[src/rtl/seqdet_pkg.sv]
// Shared types and defaults for the serial pattern detector.
package seqdet_pkg;

  localparam int ST_W = 2;

  typedef enum logic [ST_W-1:0] {
    IDLE = 2'd0,  // no valid configuration, input ignored
    FILL = 2'd1,  // window not yet holding pat_len bits
    HUNT = 2'd2,  // window full, comparing every valid bit
    HIT  = 2'd3   // match asserted for this cycle
  } state_t;

  localparam int SEQDET_MAX_LEN_DEF = 8;
  localparam int SEQDET_LEN_W_DEF   = 4;
  localparam int SEQDET_COUNT_W_DEF = 16;

endpackage

[src/rtl/seqdet_match_counter.sv]
// Saturating match counter; clear wins over hold, but a hit in the clear
// cycle still counts as one.
module seqdet_match_counter #(
  parameter int COUNT_W = 16
) (
  input  logic               clk,
  input  logic               rst,
  input  logic               inc_i,
  input  logic               clr_i,
  output logic [COUNT_W-1:0] count_o
);

  logic [COUNT_W-1:0] cnt_q, cnt_d;

  // next count: clear, saturating increment, or hold
  always_comb begin
    cnt_d = cnt_q;
    if (clr_i)
      cnt_d = {{(COUNT_W-1){1'b0}}, inc_i};
    else if (inc_i && (cnt_q != {COUNT_W{1'b1}}))
      cnt_d = cnt_q + COUNT_W'(1);
  end

  // counter register
  always_ff @(posedge clk or posedge rst) begin
    if (rst) cnt_q <= '0;
    else     cnt_q <= cnt_d;
  end

  assign count_o = cnt_q;

endmodule

[src/rtl/seq_detector_param.sv]
// Moore serial pattern detector with runtime-loadable pattern (1..MAX_LEN
// bits), overlap/non-overlap mode and a one-cycle match pulse.
// Optional build macro SEQDET_COUNT_EN enables the saturating match counter;
// without it match_count is tied to 0 and cnt_clr is ignored.
module seq_detector_param
  import seqdet_pkg::*;
#(
  parameter int MAX_LEN = SEQDET_MAX_LEN_DEF,
  parameter int LEN_W   = SEQDET_LEN_W_DEF,
  parameter int COUNT_W = SEQDET_COUNT_W_DEF
) (
  input  logic               clk,
  input  logic               rst,
  input  logic               din,
  input  logic               din_valid,
  input  logic               cfg_load,
  input  logic [MAX_LEN-1:0] pattern,
  input  logic [LEN_W-1:0]   pat_len,
  input  logic               overlap,
  input  logic               cnt_clr,
  output logic               match,
  output logic               cfg_err,
  output logic [COUNT_W-1:0] match_count
);

  state_t             state_q, state_d;
  logic [MAX_LEN-1:0] pat_q, hist_q, hist_d, hist_sh, mask;
  logic [LEN_W-1:0]   len_q, fill_q, fill_d, fill_inc;
  logic               ovl_q, err_q;
  logic               cfg_ok, active, hit;

  assign cfg_ok   = (pat_len != '0) && (pat_len <= LEN_W'(MAX_LEN));
  assign active   = (state_q != IDLE);
  assign hist_sh  = {hist_q[MAX_LEN-2:0], din};
  assign fill_inc = (fill_q >= LEN_W'(MAX_LEN)) ? fill_q : fill_q + LEN_W'(1);

  // compare only the low pat_len bits of the window
  always_comb begin
    mask = '0;
    for (int i = 0; i < MAX_LEN; i++)
      mask[i] = (LEN_W'(i) < len_q);
  end

  assign hit = active && din_valid && !cfg_load && (fill_inc >= len_q) &&
               (((hist_sh ^ pat_q) & mask) == '0);

  // next state, window and fill; cfg_load overrides and drops that cycle's bit
  always_comb begin
    state_d = state_q;
    hist_d  = hist_q;
    fill_d  = fill_q;
    if (cfg_load) begin
      hist_d  = '0;
      fill_d  = '0;
      state_d = cfg_ok ? FILL : IDLE;
    end else if (active) begin
      if (din_valid) begin
        hist_d = hist_sh;
        fill_d = fill_inc;
        if (hit) begin
          state_d = HIT;
          if (!ovl_q) fill_d = '0;  // non-overlap: next match needs fresh bits
        end else begin
          state_d = (fill_inc >= len_q) ? HUNT : FILL;
        end
      end else if (state_q == HIT) begin
        state_d = (fill_q >= len_q) ? HUNT : FILL;
      end
    end
  end

  // FSM state, window and fill registers
  always_ff @(posedge clk or posedge rst) begin
    if (rst) begin
      state_q <= IDLE;
      hist_q  <= '0;
      fill_q  <= '0;
    end else begin
      state_q <= state_d;
      hist_q  <= hist_d;
      fill_q  <= fill_d;
    end
  end

  // shadow configuration, captured on cfg_load
  always_ff @(posedge clk or posedge rst) begin
    if (rst) begin
      pat_q <= '0;
      len_q <= '0;
      ovl_q <= 1'b0;
      err_q <= 1'b0;
    end else if (cfg_load) begin
      pat_q <= pattern;
      len_q <= pat_len;
      ovl_q <= overlap;
      err_q <= !cfg_ok;
    end
  end

  assign match   = (state_q == HIT);
  assign cfg_err = err_q;

`ifdef SEQDET_COUNT_EN
  seqdet_match_counter #(.COUNT_W(COUNT_W)) u_cnt (
    .clk     (clk),
    .rst     (rst),
    .inc_i   (hit),
    .clr_i   (cnt_clr),
    .count_o (match_count)
  );
`else
  logic unused_cnt_clr;
  assign unused_cnt_clr = cnt_clr;
  assign match_count    = '0;
`endif

endmodule

[config.mk]
export PLATFORM = sky130hd
export DESIGN_NAME = seq_detector_param
export DESIGN_NICKNAME = d
export VERILOG_FILES = /design/src/rtl/seqdet_pkg.sv /design/src/rtl/seqdet_match_counter.sv /design/src/rtl/seq_detector_param.sv
export SDC_FILE = /design/constraint.sdc
export NUM_CORES = 1
export LEC_CHECK = 0
export CELL_PAD_IN_SITES_DETAIL_PLACEMENT = 1
export CELL_PAD_IN_SITES_GLOBAL_PLACEMENT = 2
export CORE_MARGIN = 3
export CORE_UTILIZATION = 28
export DETAILED_ROUTE_END_ITERATION = 10
export MAX_ROUTING_LAYER = met4
export PLACE_DENSITY_LB_ADDON = 0.25
export SYNTH_ARGS = -nofsm -noshare
export SYNTH_HDL_FRONTEND = slang
export SYNTH_SLANG_ARGS = --single-unit
export TNS_END_PERCENT = 10
[constraint.sdc]
create_clock -name clk -period 2.2 [get_ports clk]
set_input_delay 0.66 -clock clk [delete_from_list [all_inputs] [get_ports clk]]
set_output_delay 0.66 -clock clk [all_outputs]
set_load 0.01 [all_outputs]
* Word level (Yosys, flattened, before mapping) *
Cells that the tools add are included.

storage, ports and cells
  register bits = 27
  latch bits = 0
  RAM bits = 0
  bits in read-only memories = 0
  bits of input ports = 19
  logic and storage cells = 55
  memories kept = 0

operators by class
  add/subtract/negate cells = 1
  $mul = 0
  divide/modulo/power cells = 0
  magnitude comparators = 12
  equal/unequal tests = 1
  shift-type cells = 0
  multiplexer cells = 17
  bitwise logic cells = 2
  reductions and logical operators = 15

operators by type and width
  cell                                               number
  two-way mux 4 bit                                  6
  two-way mux 7 bit                                  3
  < comparator 3 x 4 -> 1 bit, first input constant  4
  two-way mux 2 bit                                  7
  bitwise AND 8 bit                                  1
  >= comparator 4 bit                                2
  logical NOT 8 bit                                  1
  < comparator 1 x 4 -> 1 bit, first input constant  2
  < comparator 2 x 4 -> 1 bit, first input constant  2
  XOR 8 bit                                          1
  nonzero test 2 bit                                 3
  logical AND 1 bit                                  5
  adder 4 x 1 -> 4 bit, second input constant        1
  >= comparator 4 bit, second input constant         1
  <= comparator 4 bit, second input constant         1
  AND reduction 2 bit                                2
  nonzero test 4 bit                                 1
  nonzero test 3 bit                                 1
  == test 2 bit, second input constant               1
  logical NOT 1 bit                                  2
  two-way mux 1 bit                                  1

* Depth between registers and ports, before layout *
Gate-level depths: netlist of run 1.

  depth in word-level cells = 9
  depth in mapped cells = 9

* Worst setup path after synthesis of run 1 *
No wires, ideal clock.

  path kind = register to register
  from = reg fill_q[0]
  to = reg fill_q[3]
  library setup time = 0.122 ns
  arrival = 2.093 ns
  data required time = 2.078 ns
  path slack = -0.014 ns
  stages on the path, launching flop included = 10
  clock period less this slack = 2.214 ns
  cell sequence = dfrtp_1 > inv_1 > ha_1 > mux2_2 > ha_1 > a21o_1 > a211o_1 > o2111ai_1 > or2_4 > a32o_1

on the way
  word-level cells in the longest chain between the ends = 9
  elaborated cells between the ends (all ways) = 11
  classes of those cells = add/sub: 1; order compare: 2; mux: 6; reduce/logical: 2

RTL lines
  element                                                      line                      source
  from (decl)                                                  seq_detector_param.sv:28  logic [LEN_W-1:0] len_q, fill_q, fill_d, fill_inc;
  from (signal assigned)                                       seq_detector_param.sv:81  fill_q <= fill_d;
  adder 4 x 1 -> 4 bit or >= comparator 4 bit (tied branches)  seq_detector_param.sv:35  assign fill_inc = (fill_q >= LEN_W'(MAX_LEN)) ? fill_q : fill_q + LEN_W'(1);
  two-way mux 4 bit (*)                                        seq_detector_param.sv:35
  >= comparator 4 bit                                          seq_detector_param.sv:44  assign hit = active && din_valid && !cfg_load && (fill_inc >= len_q) &&
  logical AND 1 bit (2 in series)                              seq_detector_param.sv:44
  two-way mux 4 bit (*)                                        seq_detector_param.sv:60  if (hit) begin
  two-way mux 4 bit (*)                                        seq_detector_param.sv:57  if (din_valid) begin
  two-way mux 4 bit (*)                                        seq_detector_param.sv:56  end else if (active) begin
  two-way mux 4 bit (*)                                        seq_detector_param.sv:52  if (cfg_load) begin

Every way passes the cells marked *; elsewhere a longest branch is shown, timed or not. The select of a mux whose other input is x is not followed.
A chain may end at the register's enable or synchronous reset.

* Worst setup path in the final report of run 1 *
  from = reg fill_q[0]
  to = reg state_q[1]

on the way
  word-level cells in the longest chain between the ends = 9
  elaborated cells between the ends (all ways) = 14
  classes of those cells = add/sub: 1; order compare: 3; mux: 8; reduce/logical: 2

RTL lines
  element                                                      line                                                source
  adder 4 x 1 -> 4 bit or >= comparator 4 bit (tied branches)  seq_detector_param.sv:35
  two-way mux 4 bit                                            seq_detector_param.sv:35
  >= comparator 4 bit                                          seq_detector_param.sv:44, seq_detector_param.sv:64
  logical AND 1 bit (2 in series)                              seq_detector_param.sv:44
  two-way mux 2 bit                                            seq_detector_param.sv:60
  two-way mux 2 bit (*)                                        seq_detector_param.sv:57
  two-way mux 2 bit (*)                                        seq_detector_param.sv:56
  two-way mux 2 bit (*)                                        seq_detector_param.sv:52
  to (signal assigned)                                         seq_detector_param.sv:79                            state_q <= state_d;
  to (decl)                                                    seq_detector_param.sv:26                            state_t state_q, state_d;

Marked as above.

==> results by group, run 1 <==
STA
  – Fin Hold WS: roughly 0.54 ns
  – Fmax: 442 MHz
  – RSZ-0062 raised after global routing: yes
  – Hold Vio Cnt, Final: 0
  – Slew Viols, Final: 0
  – Final worst slack: -0.0626 ns
  – Crit share post-route: 1.03
  – Final min period: approximately 2.3 ns
  – Final setup fails: 6
  – Fin Clk Skew: roughly 0.011 ns
  – Final setup TNS: -0.268 ns

Global routing
  – First-pass GRT wire length: 6270 um
  – Vias in the first global route: about 1,300
  – Largest net degree at the start of global routing: 28
  – Initial antenna violation count: 0
  – All-layer global routing usage: 0.127
  – GRT Residual Overflow: 0

Hold path
  – Hold/Removal Path Class: register to register
  – Origin of the worst min-delay path: pat_q[1]
  – Hold Path Stages: 1

Clock tree
  – Clock tree sinks: 27
  – Num CTS Buffers: 3
  – CTS clk-pin slew, worst paths: 0.10 ns
  – Clock Tree Buf Depth: 2
  – Clock Latency Late Sink: about 0.28 ns
  – CTS tree: done
  – Hold-fix buffers, CTS: 0
  – CTS H-Tree Depth: 1
  – Root Driver: clkbuf_8

Placed design
  – Placed cells: 244
  – Port bufs: 19
  – Routability cong.: between 0.8 and 0.9
  – Dpl hpwl: between 2000 and 3000 um
  – Setup WS pre-CTS: -0.235 ns

Synthesis
  – Mapped Area: ~1600 sq um
  – Synth Register Bits: 27
  – Ys Warns: 0
  – Yosys cell types: 34
  – Post-synthesis cell count: about 150
  – Syn_area_per_cell: approximately 11 sq um
  – Sequential element share of the synthesized area: 0.425

Outcome
  – Failing checks: setup timing
  – Status: finished with violations

Cells and area
  – Nets@finish: 209
  – Fin util: 0.371
  – Final instance count without filler cells: between 200 and 250
  – Most frequent cells in the layout: dfrtp_1 (27), clkdlybuf4s50_1 (19), conb_1 (16), buf_4 (13), mux2_2 (10)
  – Most common cell after layout, fill and taps aside: dfrtp_1
  – # diodes: 0
  – Area grow syn2layout: 23.9%
  – Fillers: a little over 600
  – Fraction of layout cells with a size suffix above 1: 0.201

Drt
  – WL/cell: between 10 and 15 um
  – Final wirelength: roughly 3700 um
  – Antenna Violating Nets Remaining: 0
  – DR vias: ~1,200
  – Routed vias/inst: ~4.7
  – Drt first pass iters: 4
  – Initial DRC count: 40
  – Drt drc: 0

Floorplan
  – Die span in x: between 80 and 90 um
  – Die ar.: about 6600 sq um
  – Row cnt: 26
  – Core area: 5300 sq um
  – Die height: between 80 and 90 um
  – Initial Util: 0.300
  – Io pins: 37

Power
  – PwrDens: roughly 590 nW/um^2
  – Leakage: ~0.87 nW
  – Max IR drop VDD: approximately 260 uV

Worst setup path
  – CP startpoint kind: register
  – Reg2Reg Depth: 9
  – Setup crit end kind: register
  – Critical path type: register to register
  – Critical path origin: fill_q[0]
  – Data arrival, critical path: roughly 2.4 ns
  – Crit Reg-Reg Startpoint: fill_q[0]
  – Worst EP required: 2.37 ns
  – CP max FO: 3

Job
  – Max-cap violations: 0
-- repair_timing --
item / in CTS / in global routing
buffers inserted: 1 / 0
resized for setup: 7 / 0
endpoints found under the setup margin: 6 / 6
pin swaps: 8 / 4
-- registers in the layout, indices dropped and copies added (netlist names) --
register  count
state_q       2
len_q         4
ovl_q         1
hist_q        7
cfg_err       1
fill_q        4
pat_q         8
-- cell families (layout without fill, tap and decap cells) --
kind of cell,after synthesis,after routing,share of synthesized area
buffers and inverters,29,45,0.106
AOI/OAI and AO/OA,37,37,0.170
muxes,11,11,0.0780
and+or+nand+nor,22,22,0.0787
adders and majority gates,10,10,0.0787
other,1,16,0.00236
DFF,27,27,0.425
xor gates and xnor gates,11,11,0.0606
-- critical path, cell delays in order (launching register included) --
cell	delay, ns
dfrtp_1	0.41
inv_2	0.08
ha_4	0.19
mux2_4	0.29
ha_4	0.24
a21o_1	0.18
a211o_1	0.32
o21ai_1	0.16
a2bb2oi_1	0.21
a21oi_1	0.08
-- area by class of cell --
| type | instances | area [sq um] | share of cell area |
|---|---|---|---|
| well taps | 70 | 87.6 | 0.0445 |
| clock buffers | 3 | 41.3 | 0.0210 |
| repair buffers | 32 | 288 | 0.146 |
| clock inverters | 1 | 7.51 | 0.00381 |
| inverters | 9 | 33.8 | 0.0172 |
| flip-flops and latches | 27 | 676 | 0.343 |
| multi-input cells | 107 | 836 | 0.424 |
-- synthesized netlist by cell type --
library cell / instances / share of area
dfrtp_1: 27 / 0.43
buf_4: 16 / 0.076
mux2_2: 11 / 0.078
ha_1: 10 / 0.079
inv_1: 9 / 0.021
xnor2_1: 9 / 0.050
a22o_1: 8 / 0.044
o21ai_0: 6 / 0.019
a21oi_1: 5 / 0.016
nand2_1: 5 / 0.012
a31oi_1: 4 / 0.016
nor2_1: 4 / 0.0094
nor3_1: 4 / 0.013
a32o_1: 3 / 0.019
clkbuf_1: 3 / 0.0071
nand2b_1: 3 / 0.012
and2_1: 2 / 0.0079
o22ai_1: 2 / 0.0079
xor2_1: 2 / 0.011
a211o_1: 1 / 0.0055
a21o_1: 1 / 0.0047
a221o_1: 1 / 0.0063
a22oi_1: 1 / 0.0047
a2bb2oi_1: 1 / 0.0055
a31o_2: 1 / 0.0055
and4bb_1: 1 / 0.0079
buf_1: 1 / 0.0024
conb_1: 1 / 0.0024
nor2b_1: 1 / 0.0039
nor4_2: 1 / 0.0079
o2111ai_1: 1 / 0.0055
o22a_1: 1 / 0.0055
o32ai_1: 1 / 0.0055
or2_4: 1 / 0.0055
-- report_power, final --
group	internal [mW]	switching, mW	leakage, nW
logic	0.155	0.140	0.509
registers	0.532	0.0375	0.342
clock network	0.129	0.169	0.0217
total	0.816	0.347	0.872
-- path summary, 6_finish.rpt --
path                               to  slack, ns
setup / recovery           state_q[1]      -0.06
hold / removal               pat_q[1]       0.54
setup reg to reg           state_q[1]      -0.06
hold reg to reg              pat_q[1]       0.54
max in group asynchronous    pat_q[3]       1.20
min in group asynchronous    len_q[0]       0.72
-- routing by layer --
| metal | wire length (um) | vias to the layer above | GRT usage |
|---|---|---|---|
| met3 | 143 | 4 | 0.0211 |
| met1 | 1640 | 589 | 0.160 |
| li1 | - | 557 | - |
| met2 | 1880 | 30 | 0.213 |
| met4 | 38 | 0 | 0.0304 |
| met5 | 0 | - | - |
-- metrics by stage --
step	cell area, sq um	power, mW
floorplan	1650	0.758
global placement	1880	0.843
detailed placement	1880	0.853
CTS	1970	1.17
global route	1970	1.24
finish	1970	1.16
(Power assumes the default switching activity.)
==> run 2: changes to the inputs <==
Settings changed: CORE_UTILIZATION 28 to 33, SLEW_MARGIN set to 20, TNS_END_PERCENT 10 to 50.
Clock period 2.2 ns to 2.9 ns, I/O delays scaled along.
==> run 2 against run 1 <==
Compared with the run above: the flow now finishes without violations; hold slack worse by 0.0040 ns; setup slack better by 0.50 ns; non-clock buffer count is 9 lower; global-route usage is 1.5 points higher; count of clock-buffer cells in the layout stayed put; final area is 6.4% lower; sequential power is 24% lower; utilization is 3.8 points higher; final cell count is 11% lower; combinational power is 35% lower; sequential cell count stayed put; critical endpoint is now state_q[0].
==> results by group, run 2 (synthesis gave the netlist of run 1 again) <==
Global routing
  – All-layer global routing usage: 0.142 (+0.0147)
  – Initial antenna violation count: 0 (unchanged)
  – Largest net degree at the start of global routing: 28 (unchanged)
  – First-pass GRT wire length: 5860 um (-6.5%)
  – GRT Residual Overflow: 0 (unchanged)
  – Vias in the first global route: 1,196 (-4.5%)

Hold path
  – Hold/Removal Path Class: register to register
  – Origin of the worst min-delay path: pat_q[0]
  – Hold Path Stages: 1 (unchanged)
  – Worst Hold End: pat_q[0]

Power
  – Leakage: 0.825 nW (-5.4%)
  – Tot Pwr: 843 uW (-27%)
  – PwrDens: 457 nW/um^2 (-23%)
  – Max IR drop VDD: 225 uV (-15%)

Worst setup path
  – Register-to-register setup slack: 0.44 ns (+0.50 ns)
  – Data arrival, critical path: 2.66 ns (+0.22 ns)
  – CP startpoint kind: register
  – Reg2Reg Depth: 9 (unchanged)
  – Worst EP required: 3.10 ns (+0.73 ns)
  – R2R Path End: state_q[0]
  – Setup crit end kind: register
  – Critical path type: register to register
  – Crit Reg-Reg Startpoint: fill_q[0]
  – CP max FO: 5 (+2)

STA
  – Fmax: 406 MHz (-8.2%)
  – Hold Vio Cnt, Final: 0 (unchanged)
  – Fin Hold WS: 0.535 ns (-0.00402 ns)
  – Fin Clk Skew: 0.00168 ns (-0.00898 ns)
  – Slew Viols, Final: 0 (unchanged)
  – Final setup TNS: 0 ns (+0.268 ns)
  – Crit share post-route: 0.849 (-0.179)
  – Final setup fails: 0 (-6)
  – Final min period: 2.46 ns (+0.201 ns)
  – RSZ-0062 raised after global routing: no

Clock tree
  – Clock Tree Buf Depth: 2 (unchanged)
  – CTS tree: done
  – Post-CTS Setup Inserts: 0 (-1)
  – Clock Latency Late Sink: 0.27 ns (about the same)
  – Clock tree sinks: 27 (unchanged)
  – Root Driver: clkbuf_8
  – Num CTS Buffers: 3 (unchanged)
  – CTS clk-pin slew, worst paths: 0.09 ns (about the same)
  – Post-cts sizing count: 0 (-7)
  – Hold-fix buffers, CTS: 0 (unchanged)
  – CTS H-Tree Depth: 1 (unchanged)

Placed design
  – Port bufs: 19 (unchanged)
  – Dpl hpwl: 2800 um (-0.78%)
  – Routability cong.: 0.720 (-16%)
  – Placed cells: 218 (-11%)

Drt
  – Initial DRC count: 67 (+68%)
  – WL/cell: 16.1 um (+8.3%)
  – Antenna Violating Nets Remaining: 0 (unchanged)
  – Routed vias/inst: 5.14 (+8.6%)
  – Drt drc: 0 (unchanged)
  – DR vias: 1,142 (-3.2%)
  – Final wirelength: 3580 um (-3.5%)
  – Drt first pass iters: 4 (unchanged)

Job
  – Max-cap violations: 0 (unchanged)

Cells and area
  – Most flops, register: pat_q
  – Final instance count without filler cells: 222 (-11%)
  – Most common cell after layout, fill and taps aside: dfrtp_1
  – Most frequent cells in the layout: dfrtp_1 (27), clkdlybuf4s50_1 (19), conb_1 (16), mux2_2 (11), ha_1 (10)
  – Fin util: 0.409 (+0.0380)
  – Fraction of layout cells with a size suffix above 1: 0.129 (-0.0717)
  – Max reg flops: 8 (unchanged)
  – Nets@finish: 200 (-4.3%)
  – # diodes: 0 (unchanged)
  – Area grow syn2layout: 16.1%
  – Biggest regs: pat_q x8, hist_q x7

Floorplan
  – Die span in x: 75.4 um (-7.3%)
  – Row cnt: 24 (-7.7%)
  – Core area: 4500 sq um (-15%)
  – Initial Util: 0.353 (+0.0531)
  – Io pins: 37 (unchanged)
  – Die ar.: 5680 sq um (-14%)
  – Die height: 75.4 um (-7.3%)

Outcome
  – Status: completed
[run 2: cell count changes in the layout (fill, tap and decap cells not counted), sizes merged]
| cell | previous run | this run |
|---|---|---|
| buf | 13 | 4 |
[run 2: how the worst max path moves through the flow]
stage               startpoint    endpoint  depth (start not counted)
floorplan            fill_q[0]   fill_q[3]                          9
global placement     din_valid   fill_q[1]                          7
detailed placement   din_valid   fill_q[1]                          7
CTS                  fill_q[0]   fill_q[1]                          9
global route         fill_q[0]   fill_q[2]                          9
finish               fill_q[0]  state_q[0]                          9
[run 2: layer usage]
| metal | vias to the layer above | global-route usage | wire, um |
|---|---|---|---|
| li1 | 542 | - | - |
| met1 | 577 | 0.170 | 1510 |
| met2 | 18 | 0.248 | 1960 |
| met3 | 5 | 0.0158 | 51 |
| met4 | 0 | 0.0466 | 47 |
| met5 | - | - | 0 |
[run 2: cell type report]
cell class / count / area [sq um]
Clock buffer: 3 / 41.3
Fill cell: 516 / 2660
Tap cell: 52 / 65.1
Clock inverter: 1 / 7.51
Inverter: 9 / 33.8
Timing Repair Buffer: 23 / 220
Sequential cell: 27 / 676
Multi-Input combinational cell: 107 / 801
[run 2: power by group]
part,leakage [nW],internal [mW],switching (mW)
sequential,0.342,0.403,0.0309
clock,0.0217,0.0976,0.120
combinational,0.462,0.0962,0.0949
[run 2: stage by stage]
stage | setup slack (ns) | area (sq um)
after global routing | 0.301 | 1840
final | 0.437 | 1840
after floorplan | 0.686 | 1650
after global placement | 0.224 | 1800
after detailed placement | 0.170 | 1800
after CTS | 0.418 | 1840
[run 2: critical path: stages, from the launching register on]
cell and delay, ns:
dfrtp_1 0.45, inv_1 0.09, ha_1 0.29, mux2_2 0.28
ha_1 0.28, a21o_1 0.17, a211o_1 0.30, o21ai_0 0.17
a22oi_1 0.16, a31oi_1 0.19
